## config.mk

```make
export PLATFORM = sky130hd
export DESIGN_NAME = vt_text_scan
export DESIGN_NICKNAME = d
export VERILOG_FILES = /design/src/rtl/vt_text_scan.sv
export SDC_FILE = /design/constraint.sdc
export NUM_CORES = 1
export LEC_CHECK = 0
export BUFFER_PORTS_ARGS = -buffer_cell sky130_fd_sc_hd__buf_2
export CORE_ASPECT_RATIO = 0.9
export CORE_MARGIN = 2
export CORE_UTILIZATION = 40
export DETAILED_ROUTE_END_ITERATION = 16
export HOLD_SLACK_MARGIN = 0.12
export PLACE_DENSITY = 0.61
export SYNTH_ARGS = -nofsm -noshare
export SYNTH_HDL_FRONTEND = slang
export SYNTH_SLANG_ARGS = --single-unit
```

## constraint.sdc

```tcl
create_clock -name clk -period 1.8 [get_ports clk]
set_input_delay 0.09 -clock clk [delete_from_list [all_inputs] [get_ports clk]]
set_output_delay 0.09 -clock clk [all_outputs]
set_load 0.01 [all_outputs]
```

## src/rtl/vt_text_scan.sv

```systemverilog
// Text-mode scanout: reads one 100-column character row per scanline, looks each code up
// in the font ROM and streams glyph bytes (with cursor inversion) through a small FWFT FIFO.
module vt_text_scan #(
    parameter int OUT_DEPTH = 4
) (
    input  logic        clk,
    input  logic        reset_low,
    input  logic [4:0]  top_row,
    input  logic [4:0]  cursor_row,
    input  logic [6:0]  cursor_col,
    input  logic        cursor_on,
    input  logic        line_valid,
    output logic        line_ready,
    input  logic [8:0]  line_y,
    output logic        ram_rd_en,
    output logic [4:0]  ram_row,
    output logic [6:0]  ram_col,
    input  logic [7:0]  ram_data,
    output logic        font_rd_en,
    output logic [11:0] font_addr,
    input  logic [7:0]  font_data,
    output logic        out_valid,
    input  logic        out_ready,
    output logic [7:0]  out_bits,
    output logic        out_last
);

    localparam int PW = (OUT_DEPTH > 1) ? $clog2(OUT_DEPTH) : 1;
    localparam int CW = $clog2(OUT_DEPTH + 1);

    typedef enum logic [1:0] {IDLE, FETCH, DRAIN} state_t;

    state_t      state;
    logic [6:0]  col;
    logic [4:0]  sr_q, top_q, crow_q;
    logic [3:0]  gl_q;
    logic [6:0]  ccol_q;
    logic        con_q;

    logic [4:0]  pr;
    logic        blank, issue;
    logic [1:0]  inflight;

    logic        s1_valid, s1_cur, s1_last, s1_blank;
    logic        s2_valid, s2_cur, s2_last, s2_blank;

    logic [7:0]  mem_bits [OUT_DEPTH];
    logic        mem_last [OUT_DEPTH];
    logic [PW-1:0] rd_ptr, wr_ptr;
    logic [CW-1:0] count;
    logic        push, pop;
    logic [7:0]  wdata;

    function automatic logic [PW-1:0] ptr_next(input logic [PW-1:0] p);
        return (p == PW'(OUT_DEPTH - 1)) ? '0 : p + PW'(1);
    endfunction

    assign pr       = top_q + sr_q;
    assign blank    = (sr_q >= 5'd30);
    assign inflight = {1'b0, s1_valid} + {1'b0, s2_valid};
    assign issue    = (state == FETCH) && ((32'(count) + 32'(inflight)) < 32'(OUT_DEPTH));

    assign line_ready = (state == IDLE);
    assign ram_rd_en  = issue && !blank;
    assign ram_row    = ram_rd_en ? pr  : '0;
    assign ram_col    = ram_rd_en ? col : '0;
    assign font_rd_en = s1_valid && !s1_blank;
    assign font_addr  = font_rd_en ? {ram_data, gl_q} : '0;

    assign push  = s2_valid;
    assign wdata = s2_blank ? '0 : (font_data ^ {8{s2_cur}});
    assign out_valid = (count != '0);
    assign pop       = out_valid && out_ready;
    assign out_bits  = out_valid ? mem_bits[rd_ptr] : '0;
    assign out_last  = out_valid ? mem_last[rd_ptr] : 1'b0;

    always_ff @(posedge clk or negedge reset_low) begin
        if (!reset_low) begin
            state    <= IDLE;
            col      <= '0;
            sr_q     <= '0;
            gl_q     <= '0;
            top_q    <= '0;
            crow_q   <= '0;
            ccol_q   <= '0;
            con_q    <= 1'b0;
            s1_valid <= 1'b0;
            s1_cur   <= 1'b0;
            s1_last  <= 1'b0;
            s1_blank <= 1'b0;
            s2_valid <= 1'b0;
            s2_cur   <= 1'b0;
            s2_last  <= 1'b0;
            s2_blank <= 1'b0;
        end else begin
            s1_valid <= issue;
            s1_cur   <= con_q && (pr == crow_q) && (col == ccol_q);
            s1_last  <= (col == 7'd99);
            s1_blank <= blank;
            s2_valid <= s1_valid;
            s2_cur   <= s1_cur;
            s2_last  <= s1_last;
            s2_blank <= s1_blank;
            case (state)
                IDLE: begin
                    if (line_valid) begin
                        sr_q   <= line_y[8:4];
                        gl_q   <= line_y[3:0];
                        top_q  <= top_row;
                        crow_q <= cursor_row;
                        ccol_q <= cursor_col;
                        con_q  <= cursor_on;
                        col    <= '0;
                        state  <= FETCH;
                    end
                end
                FETCH: begin
                    if (issue) begin
                        if (col == 7'd99) begin
                            col   <= '0;
                            state <= DRAIN;
                        end else begin
                            col <= col + 7'd1;
                        end
                    end
                end
                DRAIN: begin
                    // Stage 2 lands in the FIFO this cycle, so nothing remains in flight after it.
                    if (!s1_valid) state <= IDLE;
                end
                default: state <= IDLE;
            endcase
        end
    end

    always_ff @(posedge clk or negedge reset_low) begin
        if (!reset_low) begin
            rd_ptr <= '0;
            wr_ptr <= '0;
            count  <= '0;
        end else begin
            if (push) wr_ptr <= ptr_next(wr_ptr);
            if (pop)  rd_ptr <= ptr_next(rd_ptr);
            case ({push, pop})
                2'b10:   count <= count + CW'(1);
                2'b01:   count <= count - CW'(1);
                default: count <= count;
            endcase
        end
    end

    // Storage needs no reset: out_bits/out_last are gated by out_valid.
    always_ff @(posedge clk) begin
        if (push) begin
            mem_bits[wr_ptr] <= wdata;
            mem_last[wr_ptr] <= s2_last;
        end
    end

endmodule

```

==> out/results.tsv, run 1 <==
stage	metric	value	unit
critical_path	Critical Path Max Stage Delay	0.39	ns
drt	vias	3031	
global_route	number of global-route vias before repair	3173	
sta	final setup violation count	30	
layout	post-route core utilization	0.563	
critical_path	worst setup path start	count[0]	
drt	DRT Pass-1 Iters	10	
floorplan	CORE AREA	10100	µm²
sta	Final Hold Viols	0	
synth	Synth area leaders	dfrtp_1 (31%), edfxtp_1 (26%), nand2_1 (7.6%), mux4_2 (4.9%), and2_1 (4.7%)	
floorplan	chip width	111	µm
drt	DR DRC count	4	
critical_path	critical path arrival	2.05	ns
cts	CTS tree	yes	
synth	post-synth design cell area	4120	µm²
drt	initial DRC count	103	
cts	Max clock buf depth	2	
sta	Final Skew	0.0114	ns
synth	number of synthesized register bits	87	
cts	depth of the CTS H-tree	3	
synth	most common cell in the netlist	nand2_1	
synth	Synth top cells by count	nand2_1 (84), dfrtp_1 (51), edfxtp_1 (36), and2_1 (31), nor2_1 (20)	
power	P per Cell Area	1730	nW/µm²
floorplan	row count	35	
placement	dpl ws	-0.129	ns
critical_path	Worst Setup EP	ram_col[1]	
synth	Yosys top cell by area	dfrtp_1	
synth	Mapped Nets	420	
synth	Syn Area/Cell	11.5	µm²
sta	max-slew violation count	0	
sta	post-layout min period	2.14	ns
cts	clock slew at the register clock pins of the worst setup and hold paths	0.07	ns
critical_path	R2R setup slack	-0.19	ns
status	run status	finished, violations left	
critical_path	worst path required time	1.71	ns
layout	post-route cell area	5700	µm²
sta	unrepaired setup endpoints after global routing	true	
placement	IO buf count	83	
power	leakage power	2.68	nW
layout	P&R area growth vs syn	38.2	%
critical_path	nature of the critical path endpoint	output port	
critical_path	Crit Path Class	flop to output port	
layout	share of cells above drive strength 1	0.341	
placement	HPWL Detailed	5850	µm
sta	Slew @ Worst Pin	0.527	ns
drt	Routed WL	9190	µm
drt	routed len/inst	14.4	µm
synth	Synth async-reset ratio	0.586	
synth	register area share after synthesis	0.572	
sta	Fin Setup TNS	-5.55	ns
critical_path	Worst setup SP type	flop	
critical_path	Worst R2R Path Depth	11	
drt	vias per cell	4.77	
cts	root buf cell	clkbuf_16	
critical_path	crit-path leading delay family	compound AO/OA/AOI/OAI gates	
sta	f_max	466	MHz
global_route	first-pass GRT wire length	15000	µm
cts	Sink Count	87	
global_route	initial antenna violation count	0	
critical_path	FF-to-FF End	count[2]	
status	failing checks	DRC, setup timing	
floorplan	starting density of the core	0.408	
synth	post-synth top area share	0.310	
sta	period utilization	1.19	
sta	Worst Slack Setup Final	-0.345	ns
placement	cell area after placement	4810	µm²
synth	EDFF count, synth	36	
critical_path	Critical-path top delay cell	dfrtp_1	
drt	Routed Antenna Nets	0	
hold_path	Hold Crit Class	primary input to flop	
floorplan	I/O pins	84	
synth	Distinct cells, synth	43	
flow_run	max-cap viol count	0	
power	Worst IR Drop VDD	1100	µV
power	total power	9.87	mW
synth	Most used DFF post-synth	dfrtp_1	
layout	Final nets	563	
layout	n_diodes	0	
placement	RD Place Congestion	0.795	
cts	Inserted Clock Buffers	9	
critical_path	Max FO, Critical Path	8	
critical_path	Cell Chain, Critical Path	ha_1, a21o_1, a211o_4, nand2b_4, clkinv_4, and2_4, buf_6	
global_route	largest net degree at the start of global routing	52	
synth	Yosys warnings	0	
global_route	grt total ovfl	0	
global_route	combined global-route utilization of all metal layers	0.169	
critical_path	WP depth	7	
floorplan	die height	100	µm
critical_path	Buf/Inv on CP	2	
synth	Post-Synthesis Cells	359	
critical_path	reg2reg start	count[0]	
cts	Skew-Pair Late Insertion Delay	0.34	ns
sta	relative slew slack	0.649	
floorplan	die area	11100	µm²
## cells in the final DEF, fill, tap and decap left out, types with 2 or more instances in the layout
master,netlist,final
clkinv_4,0,2
clkbuf_16,0,10
and2_1,31,24
buf_4,0,28
mux4_2,9,9
or3_1,3,2
buf_12,0,2
and3_1,2,2
a22oi_2,0,4
a21oi_1,3,3
inv_2,1,4
o21ai_0,6,4
o21ai_1,0,2
o22ai_1,3,2
nor2_1,20,20
nand2_1,84,83
dfrtp_1,51,51
xnor3_1,2,2
buf_2,4,75
buf_6,1,11
ha_2,0,2
mux2i_1,3,3
inv_1,15,12
xnor2_1,11,11
clkinvlp_4,0,2
a21o_1,4,4
xor2_1,14,13
dlygate4sd3_1,0,29
ha_1,12,9
nand3_1,7,7
nor3_1,2,2
fa_2,0,2
edfxtp_1,36,36
nand4_1,2,2
and2_4,0,7
nand2b_1,3,3
## layer usage
metal / track usage / routed length (µm) / share of wire / vias up
li1: - / - / - / 1499
met1: 0.210 / 4020 / 0.44 / 1450
met2: 0.303 / 4710 / 0.51 / 73
met3: 0.0386 / 344 / 0.037 / 9
met4: 0.0418 / 109 / 0.012 / 0
met5: 0 / 0 / 0 / -
## stage by stage
step	hold WS, ns	std cells
6_report	0.181	636
3_3_place_gp	0.105	577
2_1_floorplan	-0.206	359
3_5_place_dp	0.115	577
5_1_grt	0.188	636
4_1_cts	0.168	628
## power by group
group          switching, mW  internal (mW)
registers              0.449           2.76
logic                   2.19           2.59
clock network          0.795           1.09
total                   3.44           6.43
## repair_timing
| item | in CTS | in global routing |
|---|---|---|
| setup endpoints to repair | 21 | 31 |
| hold buffers | 29 | 0 |
| gates resized for setup | 17 | 26 |
| pin swaps | 15 | 15 |
| cloned | 0 | 1 |
| endpoints found under the hold margin | 79 | 0 |
| setup buffers | 6 | 7 |
## final cells by class
type                       instances  area, µm²
inverter                          17       68.8
sequential                        87       2360
clock buffer                      10        229
clock inverter                     6       70.1
fill                             885       4420
timing repair buffer             147       1080
tap                              129        161
multi-input combinational        240       1730
## state kept, by name, indices dropped and copies added, names as in the netlist, 3 cells and up
signal / count
col: 7
count: 3
gl_q: 4
mem_bits: 32
sr_q: 5
ccol_q: 7
top_q: 5
mem_last: 4
crow_q: 5
## worst register-to-register path, delay by kind of cell (launching register included)
kind	cells	cell delay, ns
simple gates	3	0.51
buf+inv	4	0.35
fa+ha+maj	2	0.35
xor+xnor	2	0.27
flops	1	0.39
## cell families (layout without fill, tap and decap cells)
| kind of cell | Yosys count | count (layout) | share of synthesized area |
|---|---|---|---|
| muxes | 13 | 13 | 0.0592 |
| adders and majority gates | 14 | 14 | 0.0461 |
| buffers and inverters | 32 | 180 | 0.0337 |
| DFF | 87 | 87 | 0.572 |
| xor gates and xnor gates | 27 | 27 | 0.0640 |
| and+or+nand+nor | 161 | 161 | 0.182 |
| AOI/OAI and AO/OA | 25 | 25 | 0.0434 |
## how the worst min path moves through the flow
stage	start	endpoint	slack, ns	depth (start not counted)
global placement	reset_low	top_q[3]	0.11	2
floorplan	reset_low	ccol_q[0]	-0.21	0
global route	font_data[4]	mem_bits[0][4]	0.19	3
CTS	font_data[0]	mem_bits[1][0]	0.17	3
finish	font_data[0]	mem_bits[1][0]	0.18	3
detailed placement	reset_low	top_q[3]	0.12	2
Note: power is estimated with default switching activity, not from simulation.
==> run 2, diff against run 1 <==
==> constraint.sdc (replaced) <==
create_clock -name clk -period 1.8 [get_ports clk]
set_input_delay 0.09 -clock clk [delete_from_list [all_inputs] [get_ports clk]]
set_output_delay 0.09 -clock clk [all_outputs]
set_load 0.005 [all_outputs]
==> run 2 against run 1 <==
Net effect:
- the run ends with setup timing left
- combinational power is 5.0% lower
- fmax rose by 1.7%
- first-iteration DRC count grew 18%
- sequential share of layout area is 0.17 points higher
- total power is 2.6% lower
- clock power decreased by 3%
- routed wire length shrank 2.0%
- non-clock buffer count shrank 2
- flip-flop and latch count unchanged
- global-route usage down 0.22 points
- critical path depth unchanged
- hold slack gained 0.011 ns
- highest routed layer unchanged
==> out/results.tsv, run 2 (same netlist as run 1, synthesis figures left out) <==
stage	metric	value	unit	change
drt	DR DRC count	0		-4
global_route	number of global-route vias before repair	3135		-1.2%
layout	Final nets	561		-0.36%
global_route	layer with the highest usage	met2		
layout	n_diodes	0		unchanged
sta	f_max	474	MHz	+1.7%
placement	RD Place Congestion	0.793		-0.35%
sta	post-layout min period	2.11	ns	-0.0358 ns
floorplan	die area	11100	µm²	unchanged
cts	clock slew at the register clock pins of the worst setup and hold paths	0.06	ns	about the same
global_route	combined global-route utilization of all metal layers	0.167		-0.00220
layout	Reg with most FFs	mem_bits		
critical_path	Worst R2R Path Depth	8		-3
global_route	largest net degree at the start of global routing	52		unchanged
global_route	met1 GRT Util	0.213		+0.00273
sta	unrepaired setup endpoints after global routing	true		
placement	cell area after placement	4820	µm²	+0.16%
cts	root buf cell	clkbuf_16		
global_route	initial antenna violation count	0		unchanged
critical_path	Buf/Inv on CP	2		unchanged
floorplan	row count	35		unchanged
power	Worst IR Drop VDD	1020	µV	-7.7%
critical_path	Critical Path Max Stage Delay	0.38	ns	about the same
critical_path	nature of the critical path endpoint	output port		
drt	routed len/inst	14.2	µm	-1.7%
floorplan	starting density of the core	0.408		unchanged
drt	Routed WL	9000	µm	-2.0%
floorplan	I/O pins	84		unchanged
layout	P&R area growth vs syn	37.8	%	
global_route	met2 Resource Use GR	0.290		-0.0127
cts	depth of the CTS H-tree	3		unchanged
flow_run	max-cap viol count	0		unchanged
global_route	first-pass GRT wire length	14800	µm	-1.7%
critical_path	Crit Path Class	flop to output port		
status	run status	finished, violations left		
layout	number of flip-flops in the largest register	32		unchanged
critical_path	critical path arrival	2.02	ns	-0.03 ns
placement	dpl ws	-0.0787	ns	+0.0502 ns
drt	DRT Pass-1 Iters	4		-6
critical_path	worst path required time	1.71	ns	about the same
drt	initial DRC count	122		+18%
cts	Max clock buf depth	2		unchanged
cts	CTS tree	yes		
cts	Inserted Clock Buffers	9		unchanged
placement	HPWL Detailed	5950	µm	+1.7%
cts	Sink Count	87		unchanged
sta	max-slew violation count	0		unchanged
critical_path	Worst setup SP type	flop		
global_route	met3 capacity usage during global routing	0.0368		-0.00181
sta	Slew @ Worst Pin	0.562	ns	+0.0350 ns
hold_path	Hold Crit Class	primary input to flop		
floorplan	die height	100	µm	unchanged
sta	relative slew slack	0.625		-0.0243
layout	post-route cell area	5680	µm²	-0.31%
floorplan	chip width	111	µm	unchanged
critical_path	Cell Chain, Critical Path	ha_1, a21o_1, a211o_4, nand2b_4, clkinv_4, and2_4, buf_6		
sta	period utilization	1.17		-0.0199
power	P per Cell Area	1690	nW/µm²	-2.3%
critical_path	Max FO, Critical Path	8		unchanged
sta	final setup violation count	20		-33%
layout	commonest non-fill, non-tap cell in the layout	nand2_1		
sta	Fin Setup TNS	-4.02	ns	+1.53 ns
critical_path	crit-path leading delay family	compound AO/OA/AOI/OAI gates		
status	failing checks	setup timing		
hold_path	hold depth	3		unchanged
critical_path	Critical-path top delay cell	dfrtp_1		
sta	Worst Slack Setup Final	-0.309	ns	+0.0358 ns
placement	IO buf count	83		unchanged
critical_path	WP depth	7		unchanged
sta	Final Skew	0.00587	ns	-0.00557 ns
sta	Final Hold Viols	0		unchanged
drt	vias per cell	4.76		about the same
global_route	grt total ovfl	0		unchanged
floorplan	CORE AREA	10100	µm²	unchanged
layout	most frequent cells in the layout	nand2_1 (83), buf_2 (77), dfrtp_1 (49)		
power	leakage power	2.68	nW	about the same
layout	biggest regs	mem_bits: 32 flops, ccol_q: 7 flops, col: 7 flops		
drt	vias	3020		-0.36%
cts	Skew-Pair Late Insertion Delay	0.33	ns	about the same
layout	share of cells above drive strength 1	0.360		+0.0192
drt	Routed Antenna Nets	0		unchanged
## run 2: cell count changes in the layout (fill, tap and decap cells not counted), sizes merged
cell | previous run | this run
clkbuf | 11 | 10
inv | 17 | 18
buf | 117 | 115
## run 2: tightest hold or removal path: stages
cell and delay [ns]:
buf_2 0.08, xnor2_1 0.10, nor2_1 0.07
## run 2: per-layer routing
layer	share of wire	routed length, µm	up-vias
met1	0.44	3990	1449
li1	-	-	1487
met5	0	0	-
met3	0.044	392	9
met4	0.011	103	0
met2	0.50	4520	75
## run 2: through the flow
step / cells / hold WS (ns) / power, mW / utilization
finish: 634 / 0.191 / 9.62 / 0.562
global route: 634 / 0.192 / 10.3 / 0.562
CTS: 629 / 0.180 / 9.21 / 0.545
detailed placement: 578 / 0.104 / 7.00 / 0.477
global placement: 578 / 0.106 / 6.92 / 0.477
floorplan: 359 / -0.206 / 5.58 / -
## run 2: power breakdown
group	leakage [nW]	internal, mW	switching, mW
clock network	0.140	1.08	0.757
logic	1.57	2.57	1.97
registers	0.973	2.76	0.482
total	2.68	6.41	3.21
## run 2: worst paths after layout
check | startpoint | endpoint | slack (ns)
worst max-delay path | s1_valid | ram_col[0] | -0.31
worst min-delay path | font_data[5] | mem_bits[0][5] | 0.19
worst max register to register | s1_valid | col[4] | -0.13
worst min register to register | s1_cur | s2_cur | 0.35
min in group asynchronous | reset_low | top_q[2] | 0.26
max in group asynchronous | reset_low | rd_ptr[0] | 1.27
## run 2: repair_timing
item / in CTS / in global routing
setup endpoints to repair: 27 / 31
endpoints found under the hold margin: 79 / 0
pin swaps: 11 / 21
setup buffers: 6 / 4
resized for setup: 16 / 32
gates cloned: 0 / 1
hold buffers: 29 / 0
## run 2: cell type report
class	count	area [µm²]
clock buffers	9	225
clock inverters	7	70.1
fillers	852	4440
inverters	17	68.8
multi-input cells	240	1750
flip-flops and latches	87	2360
well taps	129	161
repair buffers	145	1040
